<file path="src/rtl/alu_obo_pkg.sv">
// Shared constants, function codes and sequencer states for alu_obo.
// Optional macro used by the top: ALU_OBO_BTN_SYNC_EN.
package alu_obo_pkg;

  localparam int DATA_W  = 16;
  localparam int OP_W    = 2 * DATA_W;
  localparam int SHAMT_W = 5;

  localparam logic [3:0] F_ADD = 4'd0;
  localparam logic [3:0] F_SUB = 4'd1;
  localparam logic [3:0] F_AND = 4'd2;
  localparam logic [3:0] F_OR  = 4'd3;
  localparam logic [3:0] F_XOR = 4'd4;
  localparam logic [3:0] F_NOT = 4'd5;
  localparam logic [3:0] F_SLA = 4'd6;
  localparam logic [3:0] F_SRA = 4'd7;
  localparam logic [3:0] F_SRL = 4'd8;

  typedef enum logic [2:0] {
    S_A_LO   = 3'd0,
    S_A_HI   = 3'd1,
    S_B_LO   = 3'd2,
    S_B_HI   = 3'd3,
    S_SHAMT  = 3'd4,
    S_FUNCT  = 3'd5,
    S_OUT_LO = 3'd6,
    S_OUT_HI = 3'd7
  } state_t;

endpackage

</file>
<file path="src/rtl/alu_obo_core.sv">
// Combinational 32-bit ALU: a, b, shamt, funct -> result.
// Unused function codes yield zero.
module alu_obo_core
  import alu_obo_pkg::*;
#(
  parameter int OP_W    = alu_obo_pkg::OP_W,
  parameter int SHAMT_W = alu_obo_pkg::SHAMT_W
) (
  input  logic [OP_W-1:0]    a,
  input  logic [OP_W-1:0]    b,
  input  logic [SHAMT_W-1:0] shamt,
  input  logic [3:0]         funct,
  output logic [OP_W-1:0]    result
);

  always_comb begin
    result = '0;
    case (funct)
      F_ADD:   result = a + b;
      F_SUB:   result = a - b;
      F_AND:   result = a & b;
      F_OR:    result = a | b;
      F_XOR:   result = a ^ b;
      F_NOT:   result = ~a;
      F_SLA:   result = a << shamt;
      F_SRA:   result = $unsigned($signed(a) >>> shamt);
      F_SRL:   result = a >> shamt;
      default: result = '0;
    endcase
  end

endmodule

</file>
<file path="src/rtl/alu_obo.sv">
// One-by-one entry ALU behind a switch bank and a single push-button.
// Define ALU_OBO_BTN_SYNC_EN to pass btn through a 2-flop synchronizer.
module alu_obo
  import alu_obo_pkg::*;
#(
  parameter int DATA_W  = alu_obo_pkg::DATA_W,
  parameter int SHAMT_W = alu_obo_pkg::SHAMT_W
) (
  input  logic              clk,
  input  logic              rst,
  input  logic [DATA_W-1:0] in,
  input  logic              btn,
  output logic [DATA_W-1:0] out
);

  localparam int OW = 2 * DATA_W;

  logic              btn_s;
  logic              btn_q;
  logic              press;
  state_t            state_q, state_d;
  logic [OW-1:0]     a_q, a_d;
  logic [OW-1:0]     b_q, b_d;
  logic [SHAMT_W-1:0] shamt_q, shamt_d;
  logic [3:0]        funct_q, funct_d;
  logic [OW-1:0]     result_q, result_d;
  logic [OW-1:0]     alu_res;
  logic [DATA_W-1:0] out_q, out_d;

`ifdef ALU_OBO_BTN_SYNC_EN
  logic sync1_q, sync2_q;

  always_ff @(posedge clk or posedge rst) begin
    if (rst) begin
      sync1_q <= 1'b0;
      sync2_q <= 1'b0;
    end else begin
      sync1_q <= btn;
      sync2_q <= sync1_q;
    end
  end

  assign btn_s = sync2_q;
`else
  assign btn_s = btn;
`endif

  assign press = btn_s & ~btn_q;

  alu_obo_core #(
    .OP_W    (OW),
    .SHAMT_W (SHAMT_W)
  ) u_core (
    .a      (a_q),
    .b      (b_q),
    .shamt  (shamt_q),
    .funct  (funct_d),
    .result (alu_res)
  );

  always_comb begin
    state_d  = state_q;
    a_d      = a_q;
    b_d      = b_q;
    shamt_d  = shamt_q;
    funct_d  = funct_q;
    result_d = result_q;
    if (press) begin
      case (state_q)
        S_A_LO: begin
          a_d[DATA_W-1:0] = in;
          state_d = S_A_HI;
        end
        S_A_HI: begin
          a_d[OW-1:DATA_W] = in;
          state_d = S_B_LO;
        end
        S_B_LO: begin
          b_d[DATA_W-1:0] = in;
          state_d = S_B_HI;
        end
        S_B_HI: begin
          b_d[OW-1:DATA_W] = in;
          state_d = S_SHAMT;
        end
        S_SHAMT: begin
          shamt_d = in[SHAMT_W-1:0];
          state_d = S_FUNCT;
        end
        S_FUNCT: begin
          funct_d = in[3:0];
          state_d = S_OUT_LO;
        end
        S_OUT_LO: state_d = S_OUT_HI;
        default:  state_d = S_A_LO;
      endcase
    end
    // ALU sees the function code being latched this edge
    if (press && state_q == S_FUNCT) result_d = alu_res;
  end

  always_comb begin
    out_d = '0;
    case (state_d)
      S_OUT_LO: out_d = result_d[DATA_W-1:0];
      S_OUT_HI: out_d = result_d[OW-1:DATA_W];
      default:  out_d = '0;
    endcase
  end

  always_ff @(posedge clk or posedge rst) begin
    if (rst) begin
      btn_q    <= 1'b0;
      state_q  <= S_A_LO;
      a_q      <= '0;
      b_q      <= '0;
      shamt_q  <= '0;
      funct_q  <= '0;
      result_q <= '0;
      out_q    <= '0;
    end else begin
      btn_q    <= btn_s;
      state_q  <= state_d;
      a_q      <= a_d;
      b_q      <= b_d;
      shamt_q  <= shamt_d;
      funct_q  <= funct_d;
      result_q <= result_d;
      out_q    <= out_d;
    end
  end

  assign out = out_q;

endmodule

</file>
<file path="config.mk">
export PLATFORM = sky130hd
export DESIGN_NAME = alu_obo
export DESIGN_NICKNAME = d
export VERILOG_FILES = /design/src/rtl/alu_obo_pkg.sv /design/src/rtl/alu_obo_core.sv /design/src/rtl/alu_obo.sv
export SDC_FILE = /design/constraint.sdc
export NUM_CORES = 1
export LEC_CHECK = 0
export CORE_MARGIN = 3
export CORE_UTILIZATION = 30
export CTS_BUF_LIST = sky130_fd_sc_hd__clkbuf_8
export DETAILED_ROUTE_END_ITERATION = 8
export GPL_ROUTABILITY_DRIVEN = 0
export GPL_TIMING_DRIVEN = 0
export SLEW_MARGIN = 0
export SYNTH_ARGS = -nofsm -noshare
export SYNTH_HDL_FRONTEND = slang
export SYNTH_HIERARCHICAL = 1
export SYNTH_SLANG_ARGS = --single-unit
</file>
<file path="constraint.sdc">
create_clock -name clk -period 5.55 [get_ports clk]
set_input_delay 1.665 -clock clk [delete_from_list [all_inputs] [get_ports clk]]
set_output_delay 1.665 -clock clk [all_outputs]
set_load 0.01 [all_outputs]
</file>
==> metrics.yaml <==
route:
  first_pass_iters: 9
  vias: 13410
  drc: 11
  drtAntennaViolNets: 0
  drt_wl_total_mm: 55.93
  viasPerCell: 6.339
  wl_per_cell_um: 26.43
  drtIter0Drc: 2112
critical_path:
  worstPathArrival_ps: 5900
  r2r_setup_slack_ps: 750
  end_kind: "register"
  crit_fanout: 8
  required_ps: 5910
  ff2ff_path_depth: 14
  crit_type: "in2reg"
  cp-start-kind: "primary input"
die:
  row_count: 76
  die-area_sq_um: 46870
  num_io_pins: 35
  initial_core_util: 0.3059
  design.core.area_sq_um: 43460
  die_y_um: 216.5
  die_x_um: 216.5
logic_synthesis:
  ys_ff_latch: 125
  async_flop_share: 1.000
  synth_edf_count: 0
  ys.flop_type: "dfrtp_1"
  syn-num-nets: 1553
  ys_types: 93
  postSynthAreaPerCell_sq_um: 9.249
  yosysSeqAreaShare: 0.2353
  netlist_instances: 1437
  netlist_area_sq_um: 13290
  ys_warn_count: 6
cts:
  numCtsBuffers: 17
  numClockSinks: 125
  ctsHoldBuffers: 0
  clk_pin_slew_worst_paths_ps: 70
  clk_path_buf_depth: 2
  clk_latency_ps: 480
  root_buffer: "clkbuf_8"
  cts_tree: "yes"
  htreeDepth: 4
place:
  io_buffers: 34
  post_dp_cell_area_sq_um: 14570
  place_hpwl_mm: 42.23
  placed_cells: 2057
cells_and_area:
  n_fill_cell: 4408
  layout.nets: 1633
  syn_to_final_growth_pct: 16.91
  stdcell_area_sq_um: 15540
  drive_above_1_share: 0.2431
  fin_cells: 2116
  post-route-util: 0.3576
global_routing:
  grt_overflow: 0
  grt_pass1_vias: 12520
  track_usage: 0.2297
  grt_max_degree: 77
  grt_pass1_wl_mm: 81.46
  antenna_found_initial: 2
run:
  drv_cap: 0
timing:
  finalCriticalPeriod_ps: 5543
  slew_headroom: 0.08336
  tightest_slew_ps: 1340
  hold_viol_final: 0
  fin_crit_sh: 0.9988
  finalSetupViolations: 0
  rsz0062_at_grt: "true"
  slew_violations: 0
  skew_ps: 15.76
  holdWs_ps: 490.0
  fmax_mhz: 180.4
outcome:
  status: "complete, but fails checks"
  violations: "DRC"
worst_hold_path:
  holdPathStages: 1
  hp-class: "reg2reg"
[cell families after synthesis]
group / synth area share
XOR/XNOR: 0.03163
flip-flops: 0.2353
AO/OA/AOI/OAI: 0.2118
buffers and inverters: 0.06411
adder cells (fa/ha/maj): 0.09188
AND/OR/NAND/NOR: 0.1244
multiplexers: 0.2408
[critical path, cell delays in order]
cell	delay (ps)
buf_8	80
nand3b_4	90
nor3_4	240
buf_6	160
mux2_4	330
buf_8	130
nor3_4	270
nand2_4	120
buf_8	160
o41ai_1	70
xnor2_1	250
ha_2	410
a21oi_1	270
o21ai_0	170
a21oi_2	180
o21ai_2	100
o31ai_4	370
xnor2_1	150
a221o_1	380
mux2_2	280
[sequential cells by signal (all words and copies together), names as in the netlist]
register and flops:
out 16, btn_q 1, state_q 3, result_q 32
shamt_q 5, funct_q 4, a_q 32, b_q 32
[per-stage QoR]
step	TNS, ps	setup slack [ps]
after global routing	-507.5	-97.99
after floorplan	-622.6	-131.3
final	0	6.741
after detailed placement	-81620	-2149
after global placement	-232100	-2115
after CTS	0	17.26
[timing repair]
item | CTS | global route
pin swaps | 15 | 36
endpoints found under the hold margin | 0 | 0
setup endpoints to repair | 48 | 29
gates cloned | 1 | 0
setup buffers | 14 | 21
resized for setup | 36 | 50
[path summary, 6_finish.rpt]
kind | startpoint | to
worst max-delay path | btn | result_q[23]$_DFF_PP0_
worst min-delay path | result_q[30]$_DFF_PP0_ | out[14]$_DFF_PP0_
worst max register to register | b_q[5]$_DFFE_PP0P_ | result_q[23]$_DFF_PP0_
worst min register to register | result_q[30]$_DFF_PP0_ | out[14]$_DFF_PP0_
max in group asynchronous | rst | out[13]$_DFF_PP0_
min in group asynchronous | rst | b_q[5]$_DFFE_PP0P_
[cells in the final DEF, fill, tap and decap left out, types with 25 or more instances in the layout]
| master | synthesis | final |
|---|---|---|
| dfrtp_1 | 125 | 125 |
| nor2_1 | 116 | 112 |
| mux2_2 | 107 | 102 |
| a21oi_1 | 106 | 93 |
| nand2_1 | 92 | 90 |
| ha_1 | 96 | 87 |
| inv_1 | 78 | 78 |
| mux4_2 | 56 | 56 |
| mux2i_1 | 55 | 55 |
| o21ai_0 | 58 | 53 |
| clkbuf_1 | 55 | 43 |
| buf_4 | 6 | 37 |
| xnor2_1 | 40 | 33 |
| clkdlybuf4s50_1 | 0 | 30 |
| a21o_1 | 25 | 25 |
[layer usage]
metal	share of wire	wire length [um]	vias to the layer above	track usage
met5	0.00030	17	-	0
met4	0.073	4099	2	0.1265
met3	0.14	8063	266	0.08960
met2	0.41	22740	1113	0.3313
met1	0.38	21010	6473	0.2937
li1	-	-	5559	-
[cells in the mapped netlist (7+ instances only)]
cell type,instances,area share
nor3_1,12,0.0045
a221oi_1,11,0.0072
o31ai_1,9,0.0051
o21ai_0,58,0.022
o22ai_1,19,0.0089
nand2b_1,12,0.0056
a21o_1,25,0.014
mux2i_1,55,0.041
or3_1,7,0.0033
buf_2,24,0.0090
clkbuf_1,55,0.016
a21oi_1,106,0.040
a31oi_1,24,0.011
a211o_1,9,0.0059
o21ai_1,21,0.0079
nor2_1,116,0.033
mux4_2,56,0.095
inv_1,78,0.022
xnor2_1,40,0.026
o211ai_1,13,0.0073
ha_1,96,0.090
dfrtp_1,125,0.24
nor3b_1,19,0.011
o21a_1,9,0.0051
xor2_1,8,0.0053
buf_6,9,0.0076
a211oi_1,14,0.0079
nand3_1,20,0.0075
buf_1,10,0.0028
mux2_4,10,0.011
a221o_1,9,0.0068
and3_1,8,0.0038
nand2_1,92,0.026
nor2b_1,7,0.0033
o221ai_1,16,0.011
o2bb2ai_1,17,0.011
mux2_2,107,0.091
[layout make-up]
class | instances | area, sq um | share of cell area
tap | 585 | 732.0 | 0.04711
sequential | 125 | 3128 | 0.2013
buffer | 97 | 576.8 | 0.03712
clock inverter | 14 | 160.2 | 0.01031
multi-input combinational | 1126 | 9729 | 0.6261
clock buffer | 18 | 247.7 | 0.01594
antenna | 1 | 2.502 | 0.0001610
inverter | 79 | 301.5 | 0.01941
timing repair buffer | 71 | 660.6 | 0.04252
Power is left out: the tool's default activity adds up to more than one toggle a clock period on the data nets, which glitch-free logic cannot reach.
